File: config.mk
export PLATFORM = sky130hd
export DESIGN_NAME = pc_fetch_sequencer_flat
export DESIGN_NICKNAME = d
export VERILOG_FILES = /design/src/rtl/pc_seq_pkg.sv /design/src/rtl/pc_fetch_sequencer_if.sv /design/src/rtl/pc_next_calc.sv /design/src/rtl/pc_fetch_sequencer.sv /design/src/flat_wrapper.sv
export SDC_FILE = /design/constraint.sdc
export NUM_CORES = 1
export LEC_CHECK = 0
export ABC_CLOCK_PERIOD_IN_PS = 5900
export CAP_MARGIN = 20
export CORE_MARGIN = 4
export CORE_UTILIZATION = 50
export DETAILED_ROUTE_END_ITERATION = 6
export GPL_ROUTABILITY_DRIVEN = 0
export PLACE_DENSITY = 0.88
export SLEW_MARGIN = 10
export SYNTH_ARGS = -nofsm -noshare
export SYNTH_HDL_FRONTEND = slang
export SYNTH_SLANG_ARGS = --single-unit
File: constraint.sdc
create_clock -name Clk -period 5.9 [get_ports Clk]
set_input_delay 0.59 -clock Clk [delete_from_list [all_inputs] [get_ports Clk]]
set_output_delay 0.59 -clock Clk [all_outputs]
set_load 0.05 [all_outputs]
File: src/rtl/pc_seq_pkg.sv
// Shared definitions for the PC fetch sequencer slice.
//   seq_state_e : sequencer FSM states (IDLE/FETCH/EXEC/FAULT)
//   PC_INCR     : sequential PC step in bytes
//   BR_SHIFT    : word-offset to byte-offset shift for PC-relative branches
//   DEF_*       : default widths shared by the top, the sub-module and the interface
package pc_seq_pkg;

  typedef enum logic [1:0] {
    IDLE  = 2'd0,
    FETCH = 2'd1,
    EXEC  = 2'd2,
    FAULT = 2'd3
  } seq_state_e;

  localparam int unsigned PC_INCR      = 4;
  localparam int unsigned BR_SHIFT     = 2;
  localparam int unsigned DEF_ADDR_W   = 64;
  localparam int unsigned DEF_INSTR_W  = 32;
  localparam int unsigned DEF_RETIRE_W = 32;

endpackage

File: src/rtl/pc_fetch_sequencer_if.sv
// Instruction-memory fetch port (req/ack handshake).
//   imem_req   : fetch request, held until imem_ack
//   imem_addr  : fetch address, stable while imem_req=1
//   imem_ack   : fetch complete, imem_rdata valid in the same cycle
//   imem_rdata : fetched instruction word
// Modports: master = sequencer side, slave = memory side.
interface pc_fetch_sequencer_if
  import pc_seq_pkg::*;
#(
  parameter int unsigned ADDR_W  = DEF_ADDR_W,
  parameter int unsigned INSTR_W = DEF_INSTR_W
);
  logic               imem_req;
  logic [ADDR_W-1:0]  imem_addr;
  logic               imem_ack;
  logic [INSTR_W-1:0] imem_rdata;

  modport master (output imem_req, imem_addr, input imem_ack, imem_rdata);
  modport slave  (input imem_req, imem_addr, output imem_ack, imem_rdata);
endinterface

File: src/rtl/pc_next_calc.sv
// Combinational next-PC selection.
//   pc, sign_ext, reg_target : current PC, word offset, register target
//   branch/branch_nz/uncond_br/branch_reg/alu_zero : branch controls
//   next_pc    : raw selected next PC (low bits untouched)
//   misaligned : next_pc[1:0] != 0
// Priority: register branch, unconditional, taken conditional, sequential.
module pc_next_calc
  import pc_seq_pkg::*;
#(
  parameter int unsigned ADDR_W = DEF_ADDR_W
) (
  input  logic [ADDR_W-1:0] pc,
  input  logic [ADDR_W-1:0] sign_ext,
  input  logic [ADDR_W-1:0] reg_target,
  input  logic              branch,
  input  logic              branch_nz,
  input  logic              uncond_br,
  input  logic              branch_reg,
  input  logic              alu_zero,
  output logic [ADDR_W-1:0] next_pc,
  output logic              misaligned
);
  logic [ADDR_W-1:0] seq_pc;
  logic [ADDR_W-1:0] rel_pc;
  logic              cond_taken;

  // Shift drops the top BR_SHIFT bits of the offset; sums wrap modulo 2^ADDR_W.
  assign seq_pc     = pc + ADDR_W'(PC_INCR);
  assign rel_pc     = pc + (sign_ext << BR_SHIFT);
  assign cond_taken = (branch & alu_zero) | (branch_nz & ~alu_zero);

  always_comb begin
    next_pc = seq_pc;
    if (branch_reg)                   next_pc = reg_target;
    else if (uncond_br || cond_taken) next_pc = rel_pc;
    misaligned = |next_pc[1:0];
  end
endmodule

File: src/rtl/pc_fetch_sequencer.sv
// PC owner and instruction sequencer: fetches from imem via req/ack, holds the
// instruction for the core, then loads the next PC on exec_done.
// Ports: Clk/Rst (sync, active-high), Run, imem (fetch interface, master),
//   instr/instr_valid to decode, exec_done + branch controls from the core,
//   PC, retired counter, fault.
// Option macro PC_MISALIGN_TRAP_EN: misaligned next PC traps into FAULT
//   (exit only via Rst); when undefined the low two target bits are cleared.
module pc_fetch_sequencer
  import pc_seq_pkg::*;
#(
  parameter int unsigned       ADDR_W   = DEF_ADDR_W,
  parameter int unsigned       INSTR_W  = DEF_INSTR_W,
  parameter logic [ADDR_W-1:0] RESET_PC = '0,
  parameter int unsigned       RETIRE_W = DEF_RETIRE_W
) (
  input  logic                Clk,
  input  logic                Rst,
  input  logic                Run,
  pc_fetch_sequencer_if.master imem,
  output logic [INSTR_W-1:0]  instr,
  output logic                instr_valid,
  input  logic                exec_done,
  input  logic                Branch,
  input  logic                BranchNZ,
  input  logic                UncondBr,
  input  logic                BranchReg,
  input  logic                ALUZero,
  input  logic [ADDR_W-1:0]   SignExt,
  input  logic [ADDR_W-1:0]   RegTarget,
  output logic [ADDR_W-1:0]   PC,
  output logic [RETIRE_W-1:0] retired,
  output logic                fault
);
  seq_state_e          state_q, state_d;
  logic [ADDR_W-1:0]   pc_q, pc_d;
  logic [INSTR_W-1:0]  instr_q, instr_d;
  logic                instr_valid_q, instr_valid_d;
  logic                imem_req_q, imem_req_d;
  logic                fault_q, fault_d;
  logic [RETIRE_W-1:0] retired_q, retired_d;
  logic [ADDR_W-1:0]   next_pc_raw;
  logic                next_misaligned;

  pc_next_calc #(.ADDR_W(ADDR_W)) u_next (
    .pc         (pc_q),
    .sign_ext   (SignExt),
    .reg_target (RegTarget),
    .branch     (Branch),
    .branch_nz  (BranchNZ),
    .uncond_br  (UncondBr),
    .branch_reg (BranchReg),
    .alu_zero   (ALUZero),
    .next_pc    (next_pc_raw),
    .misaligned (next_misaligned)
  );

  always_comb begin
    state_d       = state_q;
    pc_d          = pc_q;
    instr_d       = instr_q;
    instr_valid_d = instr_valid_q;
    imem_req_d    = imem_req_q;
    fault_d       = fault_q;
    retired_d     = retired_q;
    unique case (state_q)
      IDLE: begin
        if (Run) begin
          state_d    = FETCH;
          imem_req_d = 1'b1;
        end
      end
      FETCH: begin
        // Run is not consulted here: an issued fetch always completes.
        if (imem.imem_ack) begin
          state_d       = EXEC;
          instr_d       = imem.imem_rdata;
          instr_valid_d = 1'b1;
          imem_req_d    = 1'b0;
        end
      end
      EXEC: begin
        if (exec_done) begin
          instr_valid_d = 1'b0;
`ifdef PC_MISALIGN_TRAP_EN
          if (next_misaligned) begin
            state_d = FAULT;
            fault_d = 1'b1;
          end else begin
            state_d    = Run ? FETCH : IDLE;
            imem_req_d = Run;
            pc_d       = next_pc_raw;
            retired_d  = retired_q + RETIRE_W'(1);
          end
`else
          state_d    = Run ? FETCH : IDLE;
          imem_req_d = Run;
          pc_d       = next_misaligned ? {next_pc_raw[ADDR_W-1:2], 2'b00} : next_pc_raw;
          retired_d  = retired_q + RETIRE_W'(1);
`endif
        end
      end
      FAULT: begin
        imem_req_d = 1'b0;
      end
      default: state_d = IDLE;
    endcase
  end

  always_ff @(posedge Clk) begin
    if (Rst) begin
      state_q       <= IDLE;
      pc_q          <= RESET_PC;
      instr_q       <= '0;
      instr_valid_q <= 1'b0;
      imem_req_q    <= 1'b0;
      fault_q       <= 1'b0;
      retired_q     <= '0;
    end else begin
      state_q       <= state_d;
      pc_q          <= pc_d;
      instr_q       <= instr_d;
      instr_valid_q <= instr_valid_d;
      imem_req_q    <= imem_req_d;
      fault_q       <= fault_d;
      retired_q     <= retired_d;
    end
  end

  assign imem.imem_req  = imem_req_q;
  assign imem.imem_addr = pc_q;
  assign instr          = instr_q;
  assign instr_valid    = instr_valid_q;
  assign PC             = pc_q;
  assign retired        = retired_q;
  assign fault          = fault_q;
endmodule

File: src/flat_wrapper.sv
// flat-port wrapper written by rule: the top's interface ports become plain ports
module pc_fetch_sequencer_flat import pc_seq_pkg::*;
#(
  parameter int unsigned       ADDR_W   = DEF_ADDR_W,
  parameter int unsigned       INSTR_W  = DEF_INSTR_W,
  parameter logic [ADDR_W-1:0] RESET_PC = '0,
  parameter int unsigned       RETIRE_W = DEF_RETIRE_W
)
  (Clk, Rst, Run, instr, instr_valid, exec_done, Branch, BranchNZ, UncondBr, BranchReg, ALUZero, SignExt, RegTarget, PC, retired, fault, imem_imem_req, imem_imem_addr, imem_imem_ack, imem_imem_rdata);
  pc_fetch_sequencer_if #(.ADDR_W(ADDR_W), .INSTR_W(INSTR_W)) imem_i ();
  input  logic Clk;
  input  logic Rst;
  input  logic Run;
  output logic [INSTR_W-1:0] instr;
  output logic instr_valid;
  input  logic exec_done;
  input  logic Branch;
  input  logic BranchNZ;
  input  logic UncondBr;
  input  logic BranchReg;
  input  logic ALUZero;
  input  logic [ADDR_W-1:0] SignExt;
  input  logic [ADDR_W-1:0] RegTarget;
  output logic [ADDR_W-1:0] PC;
  output logic [RETIRE_W-1:0] retired;
  output logic fault;
  output wire logic [$bits(imem_i.imem_req)-1:0] imem_imem_req;
  output wire logic [$bits(imem_i.imem_addr)-1:0] imem_imem_addr;
  input wire logic [$bits(imem_i.imem_ack)-1:0] imem_imem_ack;
  input wire logic [$bits(imem_i.imem_rdata)-1:0] imem_imem_rdata;
  assign imem_imem_req = imem_i.imem_req;
  assign imem_imem_addr = imem_i.imem_addr;
  assign imem_i.imem_ack = imem_imem_ack;
  assign imem_i.imem_rdata = imem_imem_rdata;
  pc_fetch_sequencer #(.ADDR_W(ADDR_W), .INSTR_W(INSTR_W), .RESET_PC(RESET_PC), .RETIRE_W(RETIRE_W)) u_core (.Clk(Clk), .Rst(Rst), .Run(Run), .imem(imem_i), .instr(instr), .instr_valid(instr_valid), .exec_done(exec_done), .Branch(Branch), .BranchNZ(BranchNZ), .UncondBr(UncondBr), .BranchReg(BranchReg), .ALUZero(ALUZero), .SignExt(SignExt), .RegTarget(RegTarget), .PC(PC), .retired(retired), .fault(fault));
endmodule
==> flow_summary_export.csv, run 1 <==
group,metric,value,unit
run_status,run_status,"completed",
die,core-area,0.01965,mm²
worst_setup_path,required,6230,ps
global_routing,grt_util_all_layers,29.58,%
die,dieArea,0.02248,mm²
die,rows,51,
worst_setup_path,worstReg2RegEnd,"u_core.PC[58]$_SDFFE_PP0P_",
synthesis,synth_top_area_cell,"dfxtp_1",
finish,final_cell_mix,"clkdlybuf4s50_1 (357), nand2_1 (182), a21oi_1 (135), dfxtp_1 (132), nor2_1 (122)",
synthesis,synth-main-ff-cell,"dfxtp_1",
sta,worst_pin_slew,913.9,ps
synthesis,yosys_warnings,0,
synthesis,netlist_area,0.01007,mm²
route,wl_per_cell,18.37,µm
sta,hold_viol_final,0,
power_and_ir_drop,switchingPower,0.0009081,W
die,initial_utilization,51.25,%
sta,final.setup.tns,0,ps
route,vias_per_cell,5.807,
synthesis,synth_area_leaders,"dfxtp_1 (26%), ha_1 (7.7%), nand2_1 (6.8%)",
clocking,cts_root_buffer,"clkbuf_16",
worst_setup_path,end_kind,"flip-flop",
die,ioPinCount,365,
sta,skew,21.46,ps
finish,fin_cells,1870,
route,vias,10860,
clocking,cts_setup_buffers,0,
synthesis,ys_ff_latch,132,
die,chipHeight,149.9,µm
power_and_ir_drop,p_per_area,195.8,mW/mm²
clocking,cts_resized,0,
sta,maxSlewHeadroom,39.07,%
worst_hold_path,min-delay-start,"u_core.instr[29]$_SDFFE_PP0P_",
power_and_ir_drop,combPwrFrac,25.2,%
worst_setup_path,critical_path_arrival,4970,ps
worst_setup_path,rrSetupSlack,2260,ps
finish,areaGrowthSynthToFinish,37.28,%
synthesis,syn-num-nets,1590,
power_and_ir_drop,netSwitchingFraction,33.55,%
clocking,cts_made_buffers,17,
clocking,clk_path_buf_depth,2,
power_and_ir_drop,intPower,0.001799,W
placement,portBuffers,359,
worst_setup_path,r2r_start,"u_core.PC[2]$_SDFFE_PP0P_",
synthesis,ys_types,78,
placement,dp_hpwl,25630,µm
synthesis,synth.avg_cell_area,7.422,µm²
global_routing,antenna_found_initial,1,
sta,period_minus_slack,4642,ps
clocking,cts_max_level,4,
placement,place_inst,1837,
route,routed_wl,34350,µm
clocking,clock_latency,440,ps
worst_hold_path,hp-class,"flip-flop to flip-flop",
sta,finalMaxSlewViolations,0,
global_routing,globalRouteOverflowTotal,0,
worst_setup_path,critPathLaunchType,"input pin",
power_and_ir_drop,ir_worst_vdd,186.9,µV
clocking,cts_tree,"yes",
finish,drive_above_1_share,4.738,%
finish,layout_commonest_cell,"clkdlybuf4s50_1",
power_and_ir_drop,p_clk_share,40.1,%
worst_setup_path,path_max_fanout,21,
synthesis,synthArstFlopShare,0,%
flow_run,maxCapViolCount,0,
power_and_ir_drop,seqPwrFrac,34.8,%
power_and_ir_drop,p_leak,5.285,nW
synthesis,syn_inst,1357,
finish,n_fill_cell,1576,
die,dieWidth,149.9,µm
clocking,clock_sinks,132,
route,drt_iter0_drc,886,
clocking,holdBufCountCts,0,
worst_hold_path,min_path_cells,2,
synthesis,seq_area_frac_synth,26.24,%
global_routing,grt_max_degree,91,
global_routing,grt_pass1_wl,54230,µm
route,ant_nets,0,
route,first_pass_iters,5,
synthesis,synth_edf_count,0,
sta,setup_viol,0,
sta,fmax,215.4,MHz
worst_hold_path,min_to,"u_core.instr[29]$_SDFFE_PP0P_",
worst_setup_path,reg2reg_depth,12,
route,drc_errors,0,
sta,rsz0062_at_grt,"false",
finish,nNetsFinal,1824,
finish,finish.utilization,70.35,%
synthesis,synth_top_area_share,26.24,%
clocking,cts.clk_slew.worst_paths,60,ps
global_routing,grt_pass1_vias,10630,
worst_setup_path,crit_type,"input pin to flip-flop",
sta,final.period_utilization,78.68,%
[sequential cells by signal, indices dropped and copies added, names as in the netlist]
signal and cells:
u_core.PC 64, u_core.instr 32, u_core.retired 32, u_core.state_q 2, u_core.imem.imem_req 1, u_core.instr_valid 1
[stage by stage]
stage          hold slack (ps)  area [µm²]  power, W  worst slack (ps)
6_report                 455.0       13830  0.002707              1258
5_1_grt                  474.2       13830  0.002812             980.0
4_1_cts                  454.9       13820  0.002710              1326
3_5_place_dp             445.3       13230  0.001631             892.8
3_3_place_gp             440.9       13220  0.001617              1018
2_1_floorplan            501.4       10070  0.001391              1804
[worst max-delay path by stage]
stage,from,endpoint,slack [ps],cells after the start
after CTS,ALUZero,u_core.PC[63]$_SDFFE_PP0P_,1330,17
after global routing,ALUZero,u_core.PC[58]$_SDFFE_PP0P_,980,16
after detailed placement,ALUZero,u_core.PC[63]$_SDFFE_PP0P_,890,17
final,ALUZero,u_core.PC[52]$_SDFFE_PP0P_,1260,16
after floorplan,BranchNZ,u_core.PC[63]$_SDFFE_PP0P_,1800,16
after global placement,ALUZero,u_core.PC[63]$_SDFFE_PP0P_,1020,17
[power groups by stage]
stage,Clock (W),Sequential [W],Combinational (W)
5_1_grt,0.00114,0.000944,0.000729
6_report,0.00108,0.000941,0.000682
3_5_place_dp,0,0.000961,0.000670
3_3_place_gp,0,0.000959,0.000658
2_1_floorplan,0,0.00104,0.000354
4_1_cts,0.00109,0.000941,0.000676
[critical path, cell delays in order]
cell	delay, ps
clkdlybuf4s50_1	530
nor2b_1	90
a211oi_4	430
buf_4	340
nor2b_1	110
ha_1	360
o21ai_0	130
o21ai_1	250
o2111ai_1	250
a2111oi_2	560
o211ai_1	260
a21oi_2	310
a31o_2	270
xor2_1	160
mux2i_1	90
a211oi_1	240
[cells in the mapped netlist (5+ instances only)]
cell type and instances:
a211oi_1 26, a21o_1 30, a21oi_1 135, a221oi_1 6, a311oi_1 11, a31oi_1 10
and2_1 8, and3_1 15, and4_1 6, buf_1 5, buf_2 5, buf_4 65
clkbuf_1 75, dfxtp_1 132, ha_1 62, inv_1 21, mux2i_1 11, nand2_1 182
nand2b_1 9, nand3_1 18, nand4_1 25, nor2_1 124, nor2b_1 68, nor3_1 15
o211ai_1 19, o21ai_0 83, o21ai_1 8, o21bai_1 13, o31ai_1 5, or3_1 14
xnor2_1 35, xor2_1 46
[routing by layer]
| metal | part of all wire [%] | up-vias | global-route usage (%) |
|---|---|---|---|
| met5 | 0 | - | 0 |
| li1 | - | 5178 | - |
| met2 | 49 | 550 | 50.69 |
| met3 | 7.9 | 80 | 5.754 |
| met4 | 2.9 | 0 | 10.52 |
| met1 | 40 | 5052 | 36.96 |
[logic make-up (layout without fill, tap and decap cells)]
| group | after synthesis | count (layout) | share of synthesized area [%] |
|---|---|---|---|
| buffers and inverters | 175 | 422 | 9.292 |
| muxes | 11 | 11 | 1.093 |
| xor gates and xnor gates | 81 | 81 | 7.043 |
| AOI/OAI and AO/OA | 389 | 389 | 24.24 |
| adders and majority gates | 63 | 63 | 7.901 |
| DFF | 132 | 132 | 26.24 |
| other | 1 | 2 | 0.03723 |
| and+or+nand+nor | 505 | 505 | 24.16 |
[cell type report]
cell class	count	area (µm²)	share of cell area, %
Clock inverter	15	165.2	1.194
Sequential cell	132	2643	19.11
Inverter	21	78.83	0.5701
Tap cell	265	331.6	2.398
Clock buffer	17	425.4	3.077
Multi-Input combinational cell	1050	6516	47.13
Timing Repair Buffer	369	3665	26.50
Antenna cell	1	2.502	0.01810
Note: power is estimated with default switching activity, not from simulation.
==> inputs of run 2 (changes only) <==
- ABC_CLOCK_PERIOD_IN_PS: 5900 -> 3800
- CORE_UTILIZATION: 50 -> 42
- PLACE_DENSITY: 0.88 -> 0.79
- clock period: 5.9 -> 3.8 ns (I/O delays scaled with it)
==> flow_summary_export.csv, run 2 (same netlist as run 1, synthesis figures left out) <==
group,metric,value,unit
finish,seqCellArea,0.002643,mm²
global_routing,antenna_found_initial,2,
worst_setup_path,required,4130,ps
finish,finish.utilization,67.79,%
global_routing,grtUsageMet3,4.075,%
global_routing,grt_pass1_wl,59170,µm
global_routing,grt_util_all_layers,27.19,%
sta,worst_pin_slew,955.7,ps
worst_hold_path,hp-class,"input pin to flip-flop",
power_and_ir_drop,ir_worst_vdd,270.7,µV
route,vias,11800,
sta,hold_viol_final,0,
die,initial_utilization,42.78,%
finish,final_area,0.01596,mm²
power_and_ir_drop,p_per_area,279.4,mW/mm²
sta,setup_viol,0,
sta,period_minus_slack,3709,ps
clocking,cts_root_buffer,"clkbuf_16",
flow_run,maxCapViolCount,0,
finish,drive_above_1_share,18.67,%
route,first_pass_iters,5,
sta,rsz0062_at_grt,"true",
global_routing,top_usage_layer,"met2",
die,ioPinCount,365,
worst_setup_path,worstPathCellList,"clkdlybuf4s50_1, nor2b_4, a211oi_4, buf_6, or2_4, ha_4, fa_2, a211oi_2, o21ai_2, o211ai_1, a31oi_2, a31oi_4, o31ai_4, a21o_1, a31oi_1, xor2_1, a221oi_2",
sta,final.period_utilization,97.61,%
finish,largest_reg_flops,64,
worst_setup_path,path_max_fanout,6,
worst_setup_path,cp_top_family,"compound AO/OA/AOI/OAI gates",
placement,portBuffers,359,
route,drt_iter0_drc,839,
clocking,cts_max_level,4,
worst_setup_path,slowest_stage,"clkdlybuf4s50_1",
global_routing,grt_pass1_vias,11770,
placement,dp_hpwl,28840,µm
finish,multiInputGateArea,0.006824,mm²
finish,layout_commonest_cell,"clkdlybuf4s50_1",
die,chipHeight,162.9,µm
worst_setup_path,critical_path_arrival,4040,ps
worst_setup_path,critPathBufInv,2,
clocking,cts_tree,"yes",
global_routing,grt.met2_usage,48.74,%
power_and_ir_drop,p_leak,6.501,nW
sta,finalMaxSlewViolations,0,
route,ant_nets,0,
die,rows,56,
clocking,clock_sinks,132,
worst_setup_path,crit_type,"input pin to flip-flop",
finish,nNetsFinal,2052,
placement,post_dp_cell_area,0.01492,mm²
worst_setup_path,cpPeakStageDelay,460,ps
finish,areaGrowthSynthToFinish,58.46,%
global_routing,met1_usage,33.14,%
sta,maxSlewHeadroom,36.28,%
sta,fmax,269.6,MHz
placement,place_inst,2105,
run_status,run_status,"completed",
clocking,clock_latency,430,ps
finish,n_fill_cell,1915,
clocking,cts.clk_slew.worst_paths,70,ps
sta,skew,18.28,ps
die,dieArea,0.02652,mm²
route,drc_errors,0,
global_routing,grt_max_degree,91,
route,vias_per_cell,5.482,
clocking,cts_made_buffers,17,
sta,final.setup.tns,0,ps
worst_setup_path,critPathLaunchType,"input pin",
worst_setup_path,end_kind,"flip-flop",
die,core-area,0.02354,mm²
die,dieWidth,162.9,µm
global_routing,globalRouteOverflowTotal,0,
finish,fin_cells,2153,
clocking,clk_path_buf_depth,2,
route,wl_per_cell,17.85,µm
route,routed_wl,38440,µm
finish,final_cell_mix,"clkdlybuf4s50_1 (356), buf_4 (232), nand2_1 (181), dfxtp_1 (132), a21oi_1 (130)",
-- run 2: cell types whose count changed in the layout (fill, tap and decap cells not counted), sizes merged --
| cell | previous run | this run |
|---|---|---|
| clkdlybuf4s50 | 357 | 356 |
| clkbuf | 17 | 18 |
| clkinv | 5 | 2 |
| buf | 12 | 240 |
| dlygate4sd2 | 0 | 1 |
| diode | 1 | 2 |
| inv | 29 | 31 |
-- run 2: stage by stage --
| stage | hold WS [ps] | setup WS (ps) | power, W |
|---|---|---|---|
| after floorplan | 501.4 | 92.11 | 0.002160 |
| after global placement | 440.8 | -602.1 | 0.002684 |
| after detailed placement | 446.7 | -646.4 | 0.002708 |
| after CTS | 413.7 | 11.45 | 0.004430 |
| after global routing | 440.3 | -53.50 | 0.004624 |
| final | 442.2 | 90.78 | 0.004460 |
-- run 2: report_power, final --
part           leakage (nW)  internal [W]  switching [W]  total (W)
Clock                 0.292      0.000954       0.000762    0.00172
Sequential             1.07       0.00142      0.0000411    0.00146
Combinational          5.14      0.000592       0.000690    0.00128
-- run 2: per-layer routing --
metal | routed length (µm) | part of all wire (%) | up-vias
met3 | 2243 | 5.8 | 77
met1 | 15680 | 41 | 5597
met5 | 0 | 0 | -
met4 | 1090 | 2.8 | 0
li1 | - | - | 5645
met2 | 19420 | 51 | 483
-- run 2: worst paths after layout --
kind	slack, ps	start	cells past startpoint	to
max reg2reg	610	u_core.PC[3]$_SDFFE_PP0P_	13	u_core.PC[57]$_SDFFE_PP0P_
max	90	BranchNZ	17	u_core.PC[50]$_SDFFE_PP0P_
min	440	Rst	2	u_core.PC[31]$_SDFFE_PP0P_
min reg2reg	450	u_core.instr[17]$_SDFFE_PP0P_	2	u_core.instr[17]$_SDFFE_PP0P_
-- run 2: repair_timing --
action | in CTS | in global routing
hold buffers | 0 | 0
resized for setup | 16 | 60
buffers inserted | 3 | 9
pin swaps | 10 | 45
endpoints found under the hold margin | 0 | 0
gates cloned | 1 | 0
setup endpoints to repair | 16 | 26
-- run 2: final cells by class --
type | count | share of cell area (%)
multi-input combinational | 1050 | 42.76
tap | 319 | 2.501
clock inverter | 14 | 0.9878
timing repair buffer | 597 | 33.92
clock buffer | 18 | 2.752
sequential | 132 | 16.56
inverter | 21 | 0.4939
antenna | 2 | 0.03136
==> inputs of run 3 (changes only) <==
- CAP_MARGIN: 20 -> 0
==> flow_summary_export.csv, run 3 (same netlist as run 1, synthesis figures left out) <==
group,metric,value,unit
worst_setup_path,slowest_stage,"clkdlybuf4s50_1",
finish,layout_commonest_cell,"clkdlybuf4s50_1",
route,first_pass_iters,5,
worst_setup_path,end_kind,"flip-flop",
route,ant_nets,0,
clocking,cts_max_level,4,
global_routing,grt_pass1_vias,11770,
clocking,clock_sinks,132,
finish,final_cell_mix,"clkdlybuf4s50_1 (356), buf_4 (232), nand2_1 (181), dfxtp_1 (132), a21oi_1 (130)",
power_and_ir_drop,ir_worst_vdd,270.7,µV
sta,finalMaxSlewViolations,0,
power_and_ir_drop,p_leak,6.494,nW
power_and_ir_drop,netSwitchingFraction,33.53,%
sta,worst_pin_slew,1148,ps
worst_setup_path,critPathLaunchType,"input pin",
sta,rsz0062_at_grt,"true",
global_routing,antenna_found_initial,2,
clocking,holdBufCountCts,0,
sta,hold_viol_final,0,
finish,multiInputGateArea,0.006824,mm²
worst_hold_path,min_path_cells,2,
worst_setup_path,worstPathCellList,"clkdlybuf4s50_1, nor2b_4, a211oi_4, buf_6, or2_4, ha_4, fa_2, a211oi_2, o21ai_2, o211ai_1, a31oi_2, a31oi_4, o31ai_4, a21o_1, a31oi_1, xor2_1, a221oi_2",
placement,dp_hpwl,28840,µm
sta,fmax,269.9,MHz
route,drc_errors,0,
worst_setup_path,critPathBufInv,2,
clocking,clock_latency,430,ps
clocking,cts_made_buffers,17,
finish,drive_above_1_share,18.62,%
sta,maxSlewHeadroom,23.42,%
finish,n_fill_cell,1914,
worst_setup_path,worstReg2RegEnd,"u_core.PC[57]$_SDFFE_PP0P_",
clocking,cts_root_buffer,"clkbuf_16",
worst_setup_path,critical_path_arrival,4030,ps
power_and_ir_drop,p_clk_share,38.5,%
worst_setup_path,rrSetupSlack,620,ps
flow_run,maxCapViolCount,0,
worst_setup_path,reg2reg_depth,13,
die,dieArea,0.02652,mm²
sta,period_minus_slack,3705,ps
worst_setup_path,path_max_fanout,6,
die,core-area,0.02354,mm²
worst_setup_path,cp_top_family,"compound AO/OA/AOI/OAI gates",
power_and_ir_drop,combPwrFrac,28.7,%
global_routing,grt_pass1_wl,59170,µm
worst_setup_path,required,4130,ps
route,drt_iter0_drc,844,
route,vias_per_cell,5.463,
sta,skew,19.08,ps
route,vias,11760,
clocking,cts_tree,"yes",
worst_hold_path,min-delay-start,"Rst",
finish,largest_reg_flops,64,
sta,layout_setup_ws,94.81,ps
power_and_ir_drop,seqPwrFrac,32.8,%
die,initial_utilization,42.78,%
worst_setup_path,crit_type,"input pin to flip-flop",
route,wl_per_cell,17.84,µm
sta,final.period_utilization,97.51,%
route,routed_wl,38390,µm
finish,seqCellArea,0.002643,mm²
power_and_ir_drop,switchingPower,0.001497,W
global_routing,grt_max_degree,91,
finish,finish.utilization,67.73,%
die,chipHeight,162.9,µm
clocking,cts.clk_slew.worst_paths,60,ps
die,dieWidth,162.9,µm
power_and_ir_drop,intPower,0.002966,W
worst_setup_path,cpPeakStageDelay,460,ps
run_status,run_status,"completed",
finish,nNetsFinal,2051,
worst_setup_path,r2r_start,"u_core.PC[3]$_SDFFE_PP0P_",
global_routing,grt_util_all_layers,27.19,%
worst_hold_path,min_to,"u_core.PC[31]$_SDFFE_PP0P_",
die,ioPinCount,365,
clocking,clk_path_buf_depth,2,
finish,areaGrowthSynthToFinish,58.31,%
die,rows,56,
placement,portBuffers,359,
global_routing,globalRouteOverflowTotal,0,
power_and_ir_drop,p_per_area,279.9,mW/mm²
placement,pre_cts_ws,-646.4,ps
sta,setup_viol,0,
worst_hold_path,hp-class,"input pin to flip-flop",
-- run 3: cell types whose count changed in the layout (fill, tap and decap cells not counted), sizes merged --
cell / before / now
buf: 240 / 239
-- run 3: how the worst max path moves through the flow --
| stage | slack, ps | cells past startpoint | start | endpoint |
|---|---|---|---|---|
| floorplan | 90 | 16 | BranchNZ | u_core.PC[63]$_SDFFE_PP0P_ |
| global placement | -600 | 17 | ALUZero | u_core.PC[60]$_SDFFE_PP0P_ |
| detailed placement | -650 | 17 | ALUZero | u_core.PC[60]$_SDFFE_PP0P_ |
| CTS | 10 | 17 | BranchNZ | u_core.PC[63]$_SDFFE_PP0P_ |
| global route | -50 | 19 | BranchNZ | u_core.PC[62]$_SDFFE_PP0P_ |
| finish | 90 | 17 | BranchNZ | u_core.PC[50]$_SDFFE_PP0P_ |
-- run 3: through the flow --
step                      std cells  hold slack [ps]  TNS [ps]  power (W)  cell area [µm²]
after floorplan                1357            501.4         0   0.002160            10080
after global placement         2105            440.8    -10230   0.002684            14920
after detailed placement       2105            446.7    -14630   0.002708            14920
after CTS                      2141            413.7         0   0.004430            15610
after global routing           2152            440.3    -176.8   0.004623            15950
final                          2152            435.4         0   0.004463            15950
-- run 3: worst register-to-register path: cells and delay by family (launching register included) --
kind	cells	cell delay, ps
AO/OA/AOI/OAI	7	1380
adder cells (fa/ha/maj)	1	320
buffers and inverters	2	360
flip-flops	1	530
multiplexers	1	200
AND/OR/NAND/NOR	2	220
-- run 3: power by group through the flow --
stage	Clock [W]	Combinational [W]	Sequential, W
after floorplan	0	0.000551	0.00161
after global placement	0	0.00119	0.00149
after detailed placement	0	0.00121	0.00149
after CTS	0.00173	0.00124	0.00146
after global routing	0.00180	0.00136	0.00147
final	0.00172	0.00128	0.00146
-- run 3: final cells by class --
type                       count  area share [%]
multi-input combinational   1050           42.80
sequential                   132           16.57
inverter                      21          0.4944
tap                          319           2.503
clock inverter                14          0.9887
timing repair buffer         596           33.86
antenna                        2         0.03139
clock buffer                  18           2.754
-- run 3: what timing repair did --
| item | 4_1_cts | 5_1_grt |
|---|---|---|
| endpoints found under the hold margin | 0 | 0 |
| cloned | 1 | 0 |
| setup endpoints to repair | 16 | 26 |
| resized for setup | 16 | 60 |
| buffers inserted | 3 | 9 |
| pin swaps | 10 | 45 |
-- run 3: layer usage --
layer	vias up	global-route usage [%]	share of wire, %
li1	5637	-	-
met1	5536	33.14	41
met2	503	48.74	50
met3	81	4.075	6.1
met4	0	9.417	2.9
met5	-	0	0
